## config.mk

```make
export PLATFORM = sky130hd
export DESIGN_NAME = sram_extension
export DESIGN_NICKNAME = d
export VERILOG_FILES = /design/src/rtl/sram_ext_pkg.sv /design/src/rtl/sram_bank.sv /design/src/rtl/sram_extension.sv
export SDC_FILE = /design/constraint.sdc
export NUM_CORES = 2
export LEC_CHECK = 0
export CAP_MARGIN = 20
export CORE_MARGIN = 5
export CORE_UTILIZATION = 39
export CTS_BUF_LIST = sky130_fd_sc_hd__clkbuf_16
export DETAILED_ROUTE_END_ITERATION = 6
export SLEW_MARGIN = 5
export SYNTH_ARGS = -nofsm -noshare
export SYNTH_HDL_FRONTEND = slang
export SYNTH_SLANG_ARGS = --single-unit
```

## constraint.sdc

```tcl
create_clock -name i_clk -period 2.4 [get_ports i_clk]
set_input_delay 0.24 -clock i_clk [delete_from_list [all_inputs] [get_ports i_clk]]
set_output_delay 0.24 -clock i_clk [all_outputs]
set_load 0.05 [all_outputs]
```

## src/rtl/sram_ext_pkg.sv

```systemverilog
// Shared constants for the banked SRAM extension.
// Bank macro width and bank-count helper.
package sram_ext_pkg;

  localparam int BW_BANK = 32;
  localparam int BW_DATA_DEF = 64;
  localparam int NUM_BANK = BW_DATA_DEF / BW_BANK;

  function automatic int num_bank(input int bw_data);
    return bw_data / BW_BANK;
  endfunction

endpackage

```

## src/rtl/sram_bank.sv

```systemverilog
// One bank macro: BW_BANK wide, 2**BW_ADDR deep.
// Synchronous write; read word is sampled by the caller's register.
module sram_bank
  import sram_ext_pkg::*;
#(
  parameter int BW_ADDR = 6
) (
  input  logic               clk,
  input  logic               cen,
  input  logic               wen,
  input  logic [BW_ADDR-1:0] addr,
  input  logic [BW_BANK-1:0] wdata,
  output logic [BW_BANK-1:0] rdata
);

  localparam int DEPTH = 2 ** BW_ADDR;

  logic [BW_BANK-1:0] mem [DEPTH];

  always_ff @(posedge clk) begin
    if (cen && wen) begin
      mem[addr] <= wdata;
    end
  end

  assign rdata = mem[addr];

endmodule

```

## src/rtl/sram_extension.sv

```systemverilog
// Wide SRAM built from BW_BANK-wide banks with a shared read register.
// Optional SRAM_EXT_WR_THROUGH_EN: writes also load the read register.
module sram_extension
  import sram_ext_pkg::*;
#(
  parameter int BW_DATA = 64,
  parameter int BW_ADDR = 6
) (
  input  logic               i_clk,
  input  logic               i_rstn,
  input  logic [BW_DATA-1:0] i_data,
  input  logic [BW_ADDR-1:0] i_addr,
  input  logic               i_wen,
  input  logic               i_cen,
  input  logic               i_oen,
  output logic [BW_DATA-1:0] o_data
);

  localparam int NB = num_bank(BW_DATA);

  logic               acc;
  logic [BW_DATA-1:0] rd_word;
  logic [BW_DATA-1:0] rd_q;

  // Accesses during reset are dropped, memory is kept.
  assign acc = i_cen & i_rstn;

  for (genvar k = 0; k < NB; k++) begin : g_bank
    sram_bank #(
      .BW_ADDR(BW_ADDR)
    ) u_bank (
      .clk  (i_clk),
      .cen  (acc),
      .wen  (i_wen),
      .addr (i_addr),
      .wdata(i_data[k*BW_BANK +: BW_BANK]),
      .rdata(rd_word[k*BW_BANK +: BW_BANK])
    );
  end

  always_ff @(posedge i_clk or negedge i_rstn) begin
    if (!i_rstn) begin
      rd_q <= '0;
    end else if (i_cen) begin
      if (!i_wen) begin
        rd_q <= rd_word;
      end
`ifdef SRAM_EXT_WR_THROUGH_EN
      else begin
        rd_q <= i_data;
      end
`endif
    end
  end

  assign o_data = i_oen ? rd_q : '0;

endmodule

```

Word-level counts from Yosys, hierarchy flattened
Memory sizes are Yosys's and may differ from the RTL's. A register that Yosys moved wholly into a read port is not among the register bits.
Index checks and enable logic that the tools add are counted.

storage, ports and cells
  flip-flop bits (word level) = 0
  RAM bits = 4096
  output and inout port bits = 64
  logic and storage cells = 11
  memories = 2

operators by class
  muxes and demuxes = 3
  bitwise operators = 2
  reductions and logical operators = 4

memories
  name                  words  width  read ports  clocked after Yosys merged registers in  write ports  RTL line         RTL
  g_bank[0].u_bank.mem  64     32     1           1                                        1            sram_bank.sv:18  logic [BW_BANK-1:0] mem [DEPTH];
  g_bank[1].u_bank.mem  64     32     1           1                                        1            sram_bank.sv:18

operator list
  operator             number
  64-bit two-way mux   1
  1-bit logical NOT    2
  1-bit two-way mux    2
  2-bit AND reduction  1
  1-bit bitwise AND    1
  1-bit logical AND    1
  1-bit NOT            1

Logic depth before layout (Yosys ltp)
  depth after elaboration = 4
  depth in mapped cells = 12
  mapped depth without buffers = 6

Modules after synthesis
Synthesis repeated with hierarchy kept, for this count alone.

unflattened totals
  cell total of the unflattened synthesis = 9184
  area total of the unflattened synthesis = 161666.3 um^2

by module, submodules not included
  module          instances  cells an instance  area each (um^2)  sequential area each (um^2)
  sram_bank       2          4488               79264.8           61499.0
  sram_extension  1          208                3136.8            1601.5

Worst setup path after synthesis
No wires, ideal clock.

  kind = input port to flip-flop
  from = input port i_addr[0]
  to = memory g_bank[0].u_bank.mem[12][0] (enable)
  arrival time = 4222 ps
  data required time = 1913 ps
  path slack = -2309 ps
  stages = 7
  path buffers = 4
  cells stage by stage = buf_6 buf_6 buf_6 nor3b_2 clkbuf_1 nand2_1 nor2_1

RTL lines
  what                RTL line              RTL
  start: declaration  sram_extension.sv:12  input logic [BW_ADDR-1:0] i_addr,
  end: declaration    sram_bank.sv:18

No word-level cell before the write port.

==> impl_metrics.yaml <==
outcome:
  status: "finished, violations left"
  violations: "design-rule violations, negative setup slack"
synth:
  yosys.cell_count.top_type: "edfxtp_1"
  synth-seq-cells: 4160
  synth_nets: 8439
  synth_area_leader_cell: "edfxtp_1"
  yosys-top-cells-count: "edfxtp_1 (4096), mux2i_1 (437), a221oi_1 (408), mux2_2 (328), a22oi_1 (325)"
  synth.avg_cell_area_um2: 19.1
  synth_edf_count: 4096
  synth_xor_area_share_pct: 0
  synth.area.top_cells: "edfxtp_1 (77%), mux4_2 (4.0%), mux2i_1 (2.7%), mux2_2 (2.3%), a221oi_1 (2.2%)"
  synth_cell_types: 76
  synth_flop_cell: "edfxtp_1"
  synth_mux_area_share_pct: 9.26
  synth_compound_area_share_pct: 8.71
  synth_simple_gate_area_share_pct: 1.82
  synth_top_area_share_pct: 77.1
  yosys_warnings: 0
  syn-instance-count: 8364
  synth_top_family_by_area: "multiplexers"
  yosys.area_share.adder_pct: 0
  syn_area_mm2: 0.159
  synthArstFlopShare_pct: 1.54
  ys_seq_area_share_pct: 78.1
sta:
  timing.final.crit_share_pct: 101
  skew_ns: 0.0449
  relSlewSlack_pct: 32.7
  setup_viol: 1
  min_period_ns: 2.41
  max_freq_mhz: 414
  setup-tns-final_ns: -0.0136
  worstMarginPinSlew_ns: 1.01
  rsz0062_at_grt: "no"
  fin_ws_ns: -0.0136
  hold_viol: 0
  hold_slack_ns: 0.0783
  drv_slew: 0
layout:
  fin_area_mm2: 0.199
  nFillCells: 33200
  syn2layout_area_growth_pct: 24.7
  final_nets: 10000
  drive_above_1_share_pct: 29.6
critical_path:
  cp_slowest_stage_delay_ns: 0.58
  cp_slowest_cell: "a2111oi_1"
  setup.worst_path.class: "flop to flop"
  r2r-start: "g_bank[0].u_bank.mem[42][13]$_DFFE_PP_"
  path_cells: "mux2_2 > a221oi_1 > o22ai_1 > a2111oi_1 > buf_4 > a31oi_1"
  reg2reg_depth: 6
  worstSetupEndpointType: "flop"
  required_ns: 3.24
  reg2reg_slack_ns: -0.01
  worstReg2RegEnd: "rd_q[13]$_DFFE_PN0P_"
  worstPathArrival_ns: 3.26
  cp-start-kind: "flop"
  path_max_fanout: 1
min_path:
  min-delay-start: "i_addr[0]"
  min_to: "rd_q[36]$_DFFE_PN0P_"
  min_path_type: "input port to flop"
  whs_path_depth: 6
floorplanning:
  ios: 139
  die_area_mm2: 0.422
  dieHeight_um: 649
  rows: 234
  start_util_pct: 39.2
  core_mm2: 0.407
  die_x_um: 649
drt:
  via_per_inst: 6.33
  drtPass1Iterations: 7
  drc: 2
  wl_per_cell_um: 39.0
  num_vias: 99900
  finalWirelength_um: 616000
  detail-route-antenna-nets: 0
  initialDrtViolationCount: 16100
global_route:
  antenna_found_initial: 50
  grt.total_usage_pct: 28.4
  grt_pass1_vias: 96700
  grtUsageMet2_pct: 42.9
  grt_pass1_wl_um: 831000
  grt_max_degree: 65
  use_met1_pct: 37.8
  gr-usage-met3_pct: 7.19
  grt-busiest-layer: "met2"
  grt.overflow.total: 0
power:
  combPwrFrac_pct: 7.1
  irDropWorstVdd_uv: 672
  power_frac_seq_pct: 51.4
  p_per_area_mw_per_mm2: 788
  clkPwrFrac_pct: 41.5
  p_sw_share_pct: 22.8
  p_sw_mw: 35.7
  internal-power_mw: 121
  total_leakage_power_nw: 66.1
run:
  drv_cap: 0
place:
  gp_congestion: 0.903
  hpwlAfterDp_um: 406000
  port_buffers: 138
  post_dp_cell_area_mm2: 0.185
clock_tree:
  clock_latency_ns: 0.98
  numCtsBuffers: 416
  cts_tree: "built"
  clkSinkCount: 4160
  h-tree-depth: 5
  cts.reportedPaths.clkPinSlew_ns: 0.06
  cts_buffer_depth: 4
  cts_root_buf: "clkbuf_16"
-- cell usage in the layout (no fill, tap or decap), types with 101 or more instances in the layout --
cell type	synthesis	final
mux2_2	328	328
a21oi_1	251	251
clkbuf_16	0	420
nor2_1	223	152
inv_1	4	101
buf_4	99	999
a22oi_1	325	325
nand2_1	187	179
o21ai_0	216	215
buf_12	0	643
o22ai_1	220	219
a221oi_1	408	406
edfxtp_1	4096	4096
mux2i_1	437	437
mux4_2	283	283
-- cell families (layout without fill, tap and decap cells) --
logic type | count (synthesis) | after routing
AO/OA/AOI/OAI | 1899 | 1899
AND/OR/NAND/NOR | 625 | 625
multiplexers | 1077 | 1077
other | 0 | 38
flip-flops | 4160 | 4160
buffers and inverters | 603 | 2561
-- worst max-delay path by stage --
stage                                                 from                                    end  slack (ns)  cells after the start
floorplan                                        i_addr[0]  g_bank[0].u_bank.mem[60][0]$_DFFE_PP_       -0.29                      7
global placement                                 i_addr[4]                    rd_q[8]$_DFFE_PN0P_       -0.73                     10
detailed placement                               i_addr[4]                    rd_q[8]$_DFFE_PN0P_       -0.72                     10
CTS                 g_bank[0].u_bank.mem[42][13]$_DFFE_PP_                   rd_q[13]$_DFFE_PN0P_        0.02                      6
global route        g_bank[0].u_bank.mem[55][13]$_DFFE_PP_                   rd_q[13]$_DFFE_PN0P_       0.001                      7
finish              g_bank[0].u_bank.mem[42][13]$_DFFE_PP_                   rd_q[13]$_DFFE_PN0P_       -0.01                      6
-- critical path: cells and delay by family, from the launching register on --
family	cells	cell delay, ns
multiplexers	1	0.28
buffers and inverters	1	0.20
flip-flops	1	0.40
AO/OA/AOI/OAI	4	1.40
-- cell type report --
type                       instances  area [um2]  area share, %
antenna                           38        95.1         0.0478
clock buffer                     420       10500           5.28
clock inverter                   353        3020           1.52
inverter                           6        42.5         0.0214
multi-input combinational       3601       32400           16.3
sequential                      4160      125000           62.6
tap                             5428        6790           3.41
timing repair buffer            1782       21500           10.8
-- per-layer routing --
metal	share of wire (%)	vias to the layer above
met5	0.034	-
met4	6.5	28
met3	12	1523
met2	45	7717
met1	37	52300
li1	-	38400
-- flip-flops by register name, summed over array words and instances, names as in the netlist --
name and cells:
g_bank.u_bank.mem 4096, rd_q 64
-- repair_timing --
action / CTS / global route
hold buffers: 66 / 1
endpoints found under the hold margin: 3661 / 64
setup endpoints to repair: 2 / 3
buffers inserted: 0 / 0
gates resized for setup: 4 / 4
-- through the flow --
step	utilization (%)	setup slack, ns	cells	total power [mW]
3_5_place_dp	45.4	-0.723	14900	92.9
2_1_floorplan	-	-0.290	8364	86.4
6_report	48.9	-0.0136	15800	157
4_1_cts	48.8	0.0209	15700	157
3_3_place_gp	45.4	-0.731	14900	92.8
5_1_grt	48.9	0.00106	15800	161
-- power by group through the flow --
stage / combinational, mW / clock, mW / sequential [mW]
floorplan: 4.63 / 0 / 81.8
global placement: 10.7 / 0 / 82.1
detailed placement: 10.8 / 0 / 82.1
CTS: 10.9 / 65.4 / 80.6
global route: 11.4 / 68.6 / 80.5
finish: 11.2 / 65.1 / 80.6
Power figures use the tool's default switching activity.
